### config.mk
export PLATFORM = sky130hd
export DESIGN_NAME = core_test_monitor
export DESIGN_NICKNAME = d
export VERILOG_FILES = /design/src/rtl/core_test_monitor.sv
export SDC_FILE = /design/constraint.sdc
export NUM_CORES = 2
export LEC_CHECK = 0
export ABC_AREA = 1
export CAP_MARGIN = 20
export CORE_MARGIN = 4
export CORE_UTILIZATION = 55
export CTS_BUF_LIST = sky130_fd_sc_hd__clkbuf_4 sky130_fd_sc_hd__clkbuf_8
export CTS_CLUSTER_SIZE = 12
export DETAILED_ROUTE_END_ITERATION = 10
export PLACE_DENSITY = 0.74
export SYNTH_ARGS = -nofsm -noshare
export SYNTH_HDL_FRONTEND = slang
export SYNTH_SLANG_ARGS = --single-unit
### constraint.sdc
create_clock -name clk -period 2.85 [get_ports clk]
set_input_delay 0.57 -clock clk [delete_from_list [all_inputs] [get_ports clk]]
set_output_delay 0.57 -clock clk [all_outputs]
set_load 0.05 [all_outputs]
### src/rtl/core_test_monitor.sv
// Run-control and self-check monitor: sequences core reset, snoops retirement and register writes,
// waits for the tohost exit store, then compares the shadow register file against an expected table.
module core_test_monitor #(
  parameter int unsigned XLEN           = 32,
  parameter int unsigned NUM_CHECKS     = 8,
  parameter int unsigned RESET_CYCLES   = 2,
  parameter int unsigned DRAIN_CYCLES   = 2,
  parameter int unsigned TIMEOUT_CYCLES = 1000,
  parameter logic [XLEN-1:0] TOHOST_ADDR = 32'h0000_0100
) (
  input  logic                          clk,
  input  logic                          rst_n,
  output logic                          core_rst_n_o,
  input  logic                          instr_retire_i,
  input  logic                          rf_we_i,
  input  logic [4:0]                    rf_waddr_i,
  input  logic [XLEN-1:0]               rf_wdata_i,
  input  logic                          mem_we_i,
  input  logic [XLEN-1:0]               mem_addr_i,
  input  logic [XLEN-1:0]               mem_wdata_i,
  output logic [$clog2(NUM_CHECKS):0]   exp_idx_o,
  input  logic [4:0]                    exp_reg_i,
  input  logic [XLEN-1:0]               exp_val_i,
  input  logic [XLEN-1:0]               exp_mask_i,
  output logic                          done_o,
  output logic                          pass_o,
  output logic [1:0]                    fail_code_o,
  output logic [$clog2(NUM_CHECKS):0]   fail_idx_o,
  output logic [XLEN-1:0]               exit_val_o,
  output logic [31:0]                   cycle_count_o,
  output logic [31:0]                   retire_count_o
);

  localparam int unsigned IdxW      = $clog2(NUM_CHECKS) + 1;
  localparam int unsigned HoldW     = $clog2(RESET_CYCLES + 2);
  localparam int unsigned DrainW    = $clog2(DRAIN_CYCLES + 2);
  localparam int unsigned LastIdx   = (NUM_CHECKS == 0) ? 0 : NUM_CHECKS - 1;
  localparam int unsigned DrainLast = (DRAIN_CYCLES == 0) ? 0 : DRAIN_CYCLES - 1;

  typedef enum logic [2:0] {StHold, StRun, StDrain, StCheck, StPass, StFail} state_e;

  state_e            state_q;
  logic [HoldW-1:0]  hold_cnt_q;
  logic [DrainW-1:0] drain_cnt_q;
  logic [IdxW-1:0]   exp_idx_q;
  logic [IdxW-1:0]   fail_idx_q;
  logic              core_rst_n_q;
  logic              done_q;
  logic              pass_q;
  logic [1:0]        fail_code_q;
  logic [XLEN-1:0]   exit_val_q;
  logic [31:0]       cycle_count_q;
  logic [31:0]       retire_count_q;
  logic [XLEN-1:0]   shadow_q [32];

  logic            core_active;
  logic            tohost_hit;
  logic            timeout_hit;
  logic [XLEN-1:0] shadow_rd;
  logic            entry_match;

  always_comb begin
    core_active = (state_q == StRun) || (state_q == StDrain);
    tohost_hit  = mem_we_i && (mem_addr_i == TOHOST_ADDR);
    timeout_hit = (cycle_count_q == 32'(TIMEOUT_CYCLES - 1));
    shadow_rd   = (exp_reg_i == 5'd0) ? '0 : shadow_q[exp_reg_i];
    entry_match = ((shadow_rd ^ exp_val_i) & exp_mask_i) == '0;
  end

  // Snooped writes only land while the core is actually running.
  always_ff @(posedge clk or negedge rst_n) begin
    if (!rst_n) begin
      for (int i = 0; i < 32; i++) shadow_q[i] <= '0;
    end else if (core_active && rf_we_i && (rf_waddr_i != 5'd0)) begin
      shadow_q[rf_waddr_i] <= rf_wdata_i;
    end
  end

  always_ff @(posedge clk or negedge rst_n) begin
    if (!rst_n) begin
      state_q        <= StHold;
      hold_cnt_q     <= '0;
      drain_cnt_q    <= '0;
      exp_idx_q      <= '0;
      fail_idx_q     <= '0;
      core_rst_n_q   <= 1'b0;
      done_q         <= 1'b0;
      pass_q         <= 1'b0;
      fail_code_q    <= 2'd0;
      exit_val_q     <= '0;
      cycle_count_q  <= '0;
      retire_count_q <= '0;
    end else begin
      if (core_active) begin
        cycle_count_q <= cycle_count_q + 32'd1;
        if (instr_retire_i) retire_count_q <= retire_count_q + 32'd1;
      end
      case (state_q)
        StHold: begin
          if (hold_cnt_q == HoldW'(RESET_CYCLES - 1)) begin
            state_q      <= StRun;
            core_rst_n_q <= 1'b1;
          end else begin
            hold_cnt_q <= hold_cnt_q + HoldW'(1);
          end
        end
        StRun: begin
          // The tohost store takes priority over a coincident timeout.
          if (tohost_hit) begin
            exit_val_q <= mem_wdata_i;
            if (DRAIN_CYCLES != 0) begin
              state_q     <= StDrain;
              drain_cnt_q <= '0;
            end else if (mem_wdata_i == XLEN'(1)) begin
              state_q      <= StCheck;
              core_rst_n_q <= 1'b0;
            end else begin
              state_q      <= StFail;
              core_rst_n_q <= 1'b0;
              done_q       <= 1'b1;
              fail_code_q  <= 2'd2;
            end
          end else if (timeout_hit) begin
            state_q      <= StFail;
            core_rst_n_q <= 1'b0;
            done_q       <= 1'b1;
            fail_code_q  <= 2'd1;
          end
        end
        StDrain: begin
          if (drain_cnt_q == DrainW'(DrainLast)) begin
            core_rst_n_q <= 1'b0;
            if (exit_val_q == XLEN'(1)) begin
              state_q <= StCheck;
            end else begin
              state_q     <= StFail;
              done_q      <= 1'b1;
              fail_code_q <= 2'd2;
            end
          end else begin
            drain_cnt_q <= drain_cnt_q + DrainW'(1);
          end
        end
        StCheck: begin
          if (NUM_CHECKS == 0) begin
            state_q <= StPass;
            done_q  <= 1'b1;
            pass_q  <= 1'b1;
          end else if (!entry_match) begin
            state_q     <= StFail;
            done_q      <= 1'b1;
            fail_code_q <= 2'd3;
            fail_idx_q  <= exp_idx_q;
          end else if (exp_idx_q == IdxW'(LastIdx)) begin
            state_q <= StPass;
            done_q  <= 1'b1;
            pass_q  <= 1'b1;
          end else begin
            exp_idx_q <= exp_idx_q + IdxW'(1);
          end
        end
        StPass, StFail: ;
        default: state_q <= StHold;
      endcase
    end
  end

  assign core_rst_n_o   = core_rst_n_q;
  assign exp_idx_o      = exp_idx_q;
  assign done_o         = done_q;
  assign pass_o         = pass_q;
  assign fail_code_o    = fail_code_q;
  assign fail_idx_o     = fail_idx_q;
  assign exit_val_o     = exit_val_q;
  assign cycle_count_o  = cycle_count_q;
  assign retire_count_o = retire_count_q;

endmodule

==> impl_metrics.py <==
metrics = {
    "finish": {
        "fillers": 7664,
        "final_util_pct": 67.4,
        "multi_input_area_sq_mm": 0.0211,
        "drive_gt1_share_pct": 11.9,
        "seqCellArea_sq_mm": 0.0285,
        "layout.nets": 7015,
        "finalNonFillerCells": 8242,
        "area_growth_pct": 20.9,
    },
    "timing": {
        "fmax_mhz": 361,
        "finalClockSkew_ns": 0.0614,
        "worst_pin_slew_ns": 0.924,
        "slew_headroom_pct": 38.1,
        "slew_violations": 0,
        "fin_crit_sh_pct": 97.1,
        "hold_viol": 0,
        "fin_crit_ns": 2.77,
        "setup_ws_ns": 0.0812,
        "setup_viol": 0,
    },
    "clock_network": {
        "cts_root_buffer": "clkbuf_8",
        "cts_buffers": 187,
        "worst_skew_pair.late_latency_ns": 0.90,
        "cts_tree": "built",
        "cts_htree_levels": 4,
        "clock_sinks": 1140,
        "path_clk_slew_ns": 0.06,
        "cts_buffer_depth": 3,
    },
    "placed_design": {
        "portBuffers": 283,
        "dpl.hpwl_um": 108000,
        "routabilityCongestion": 0.913,
        "dp_cells": 7893,
        "preCtsSetupSlack_ns": -0.830,
    },
    "synthesis": {
        "yosys_warnings": 0,
        "syn_nets": 6695,
        "ys_ff_latch": 1140,
        "yosysUniqueCellTypes": 43,
        "synth-edff-count": 0,
        "async_flop_share_pct": 100,
        "synth-main-ff-cell": "dfrtp_1",
        "synthCells": 6515,
        "synth.avg_cell_area_sq_um": 8.02,
        "synth_area_sq_mm": 0.0522,
        "ys_seq_area_share_pct": 54.6,
    },
    "pwr": {
        "powerDensity_mw_per_mm2": 541,
        "leakagePower_nw": 29.5,
        "peakVddDrop_v": 0.000412,
    },
    "die": {
        "dieArea_sq_mm": 0.100,
        "fp-row-count": 112,
        "core_sq_mm": 0.0937,
        "die_w_um": 316,
        "die_h_um": 316,
        "io_pins": 284,
        "start_util_pct": 55.7,
    },
    "detailed_routing": {
        "first_pass_iters": 6,
        "drt-initial-drc-count": 6424,
        "post_drt_via_cell_ratio": 5.83,
        "vias": 48000,
        "wl_per_cell_um": 20.7,
        "ant_nets": 0,
        "drc_errors": 0,
        "totalWireLength_um": 171000,
    },
    "setup_path": {
        "crit_buf_inv": 1,
        "cp_max_fo": 5,
        "endpoint_kind": "output port",
        "cp.required_ns": 2.28,
        "r2r-start": "state_q[2]",
        "cp_slowest_cell": "clkdlybuf4s50_1",
        "arrival_ns": 2.20,
        "critPathKind": "reg -> out",
        "reg2reg_slack_ns": 0.17,
        "crit_chain": "clkdlybuf4s50_1",
        "start_kind": "flop",
        "r2r_end": "shadow_q[770]",
        "worstRegToRegCells": 9,
        "crit_family": "buffers and inverters",
        "max_stage_delay_ns": 0.87,
    },
    "grt": {
        "grt_pass1_wl_um": 265000,
        "grt_pass1_vias": 46200,
        "met3_usage_pct": 8.23,
        "grt.overflow.total": 0,
        "grt_max_degree": 87,
        "antenna_found_initial": 3,
        "grt_busiest_layer": "met2",
        "use_met1_pct": 48.0,
        "track_usage_pct": 34.2,
        "grt.met2_usage_pct": 51.6,
    },
    "status": {
        "status": "complete, no violations",
    },
    "worst_hold_path": {
        "hold_path_class": "in -> reg",
        "hold_depth": 3,
        "min_to": "exit_val_o[8]",
        "worstHoldStart": "mem_wdata_i[8]",
    },
    "job": {
        "max_cap_viol_count": 0,
    },
}
where the power goes:
| part | switching [mW] | total, mW | internal (mW) | leakage (nW) |
|---|---|---|---|---|
| Clock | 6.83 | 15.3 | 8.50 | 2.17 |
| Sequential | 0.0000000000832 | 16.2 | 16.2 | 15.9 |
| Combinational | 1.72 | 2.62 | 0.903 | 11.4 |
| Total | 8.55 | 34.1 | 25.6 | 29.5 |
repair_timing:
item / in CTS / in global routing
pin swaps: 0 / 9
hold buffers: 1 / 0
gates resized for setup: 3 / 24
buffers inserted: 0 / 6
endpoints found under the hold margin: 37 / 0
setup endpoints to repair: 5 / 308
synth_stat cells (2+ instances only):
cell	instances	area (sq um)
nand2_1	2525	9480
dfrtp_1	1140	28500
o21ai_0	1007	5040
nand3_1	915	4580
clkbuf_1	354	1330
buf_2	147	736
inv_1	126	473
nor2_1	50	188
xor2_1	44	385
nand4_1	39	244
buf_4	28	210
nor4_1	23	144
nor3_1	22	110
xnor2_1	17	149
buf_1	15	56.3
nor3_2	7	70.1
inv_2	6	22.5
ha_1	5	62.6
o21ai_1	5	25.0
a21oi_1	4	20.0
nand2_2	4	25.0
nor2_4	3	33.8
nor3_4	3	48.8
nand2_4	2	22.5
nand3_2	2	20.0
nand3_4	2	35.0
nand4_2	2	25.0
nor2_2	2	12.5
o21bai_1	2	15.0
worst reg2reg max path, cell delays in order, from the launching register on:
cell and delay, ns:
dfrtp_1 0.41, nor2_2 0.15, nand2_2 0.13, nand2_8 0.17
nand3_1 0.14, nor2_1 0.73, nand2_4 0.37, buf_4 0.30
nand2_1 0.07, o21ai_0 0.07
per-stage QoR:
stage / instance area, sq um / power [mW] / hold WS (ns) / TNS, ns
floorplan: 52200 / 17.5 / 0.274 / 0
global placement: 58900 / 19.0 / 0.365 / -82.36
detailed placement: 58900 / 19.0 / 0.366 / -102.08
CTS: 63000 / 34.3 / 0.172 / 0
global route: 63200 / 35.2 / 0.213 / -0.0154
finish: 63200 / 34.1 / 0.247 / 0
state kept, by name, indices dropped and copies added (netlist names):
| register | count |
|---|---|
| shadow_q | 1024 |
| cycle_count_o | 32 |
| exit_val_o | 32 |
| retire_count_o | 32 |
| exp_idx_o | 4 |
| fail_idx_o | 4 |
| state_q | 3 |
| drain_cnt_q | 2 |
| fail_code_o | 2 |
| hold_cnt_q | 2 |
| core_rst_n_o | 1 |
| done_o | 1 |
| pass_o | 1 |
cell type report:
type | instances | share of cell area [%]
multi-input cells | 4697 | 33.4
repair buffers | 676 | 11.7
well taps | 1254 | 2.48
flip-flops and latches | 1140 | 45.2
diodes | 1 | 0.00396
inverters | 133 | 0.836
clock buffers | 306 | 5.98
clock inverters | 35 | 0.460
routing by layer:
layer,wire length [um],vias to the layer above
li1,-,21900
met1,69200,23000
met2,75300,2600
met3,19300,504
met4,7120,0
met5,0,-
layout by cell type, fill, tap and decap left out, types with 5 or more instances in the layout:
cell type	synthesis	final
nor3_1	22	22
dfrtp_1	1140	1140
xor2_1	44	44
inv_2	6	6
clkinvlp_4	0	5
nand4_1	39	39
nand3_1	915	907
nor4_1	23	23
nor2_2	2	8
nand3_2	2	8
buf_12	0	124
clkbuf_4	0	70
nand2_2	4	31
clkinv_2	0	19
o21ai_1	5	6
inv_1	126	124
clkdlybuf4s50_1	0	274
clkbuf_8	0	236
ha_1	5	5
nand2_1	2525	2491
nand2_4	2	8
o21ai_0	1007	1006
nor2_1	50	43
buf_4	28	268
nor3_4	3	5
inv_8	0	5
xnor2_1	17	17
nor3_2	7	5
how the worst max path moves through the flow:
| stage | from | to | cells after the start |
|---|---|---|---|
| detailed placement | exp_reg_i[0] | done_o | 22 |
| global placement | exp_reg_i[0] | state_q[2] | 22 |
| floorplan | retire_count_o[0] | retire_count_o[30] | 13 |
| finish | retire_count_o[4] | retire_count_o[4] | 1 |
| CTS | retire_count_o[4] | retire_count_o[4] | 1 |
| global route | shadow_q[704] | state_q[0] | 20 |
cell families after synthesis:
| kind of cell | share of synthesized area, % |
|---|---|
| flops | 54.6 |
| simple gates | 29.0 |
| compound gates | 9.83 |
| xor+xnor | 1.02 |
| fa+ha+maj | 0.120 |
| buf+inv | 5.44 |
Power figures use the tool's default switching activity.
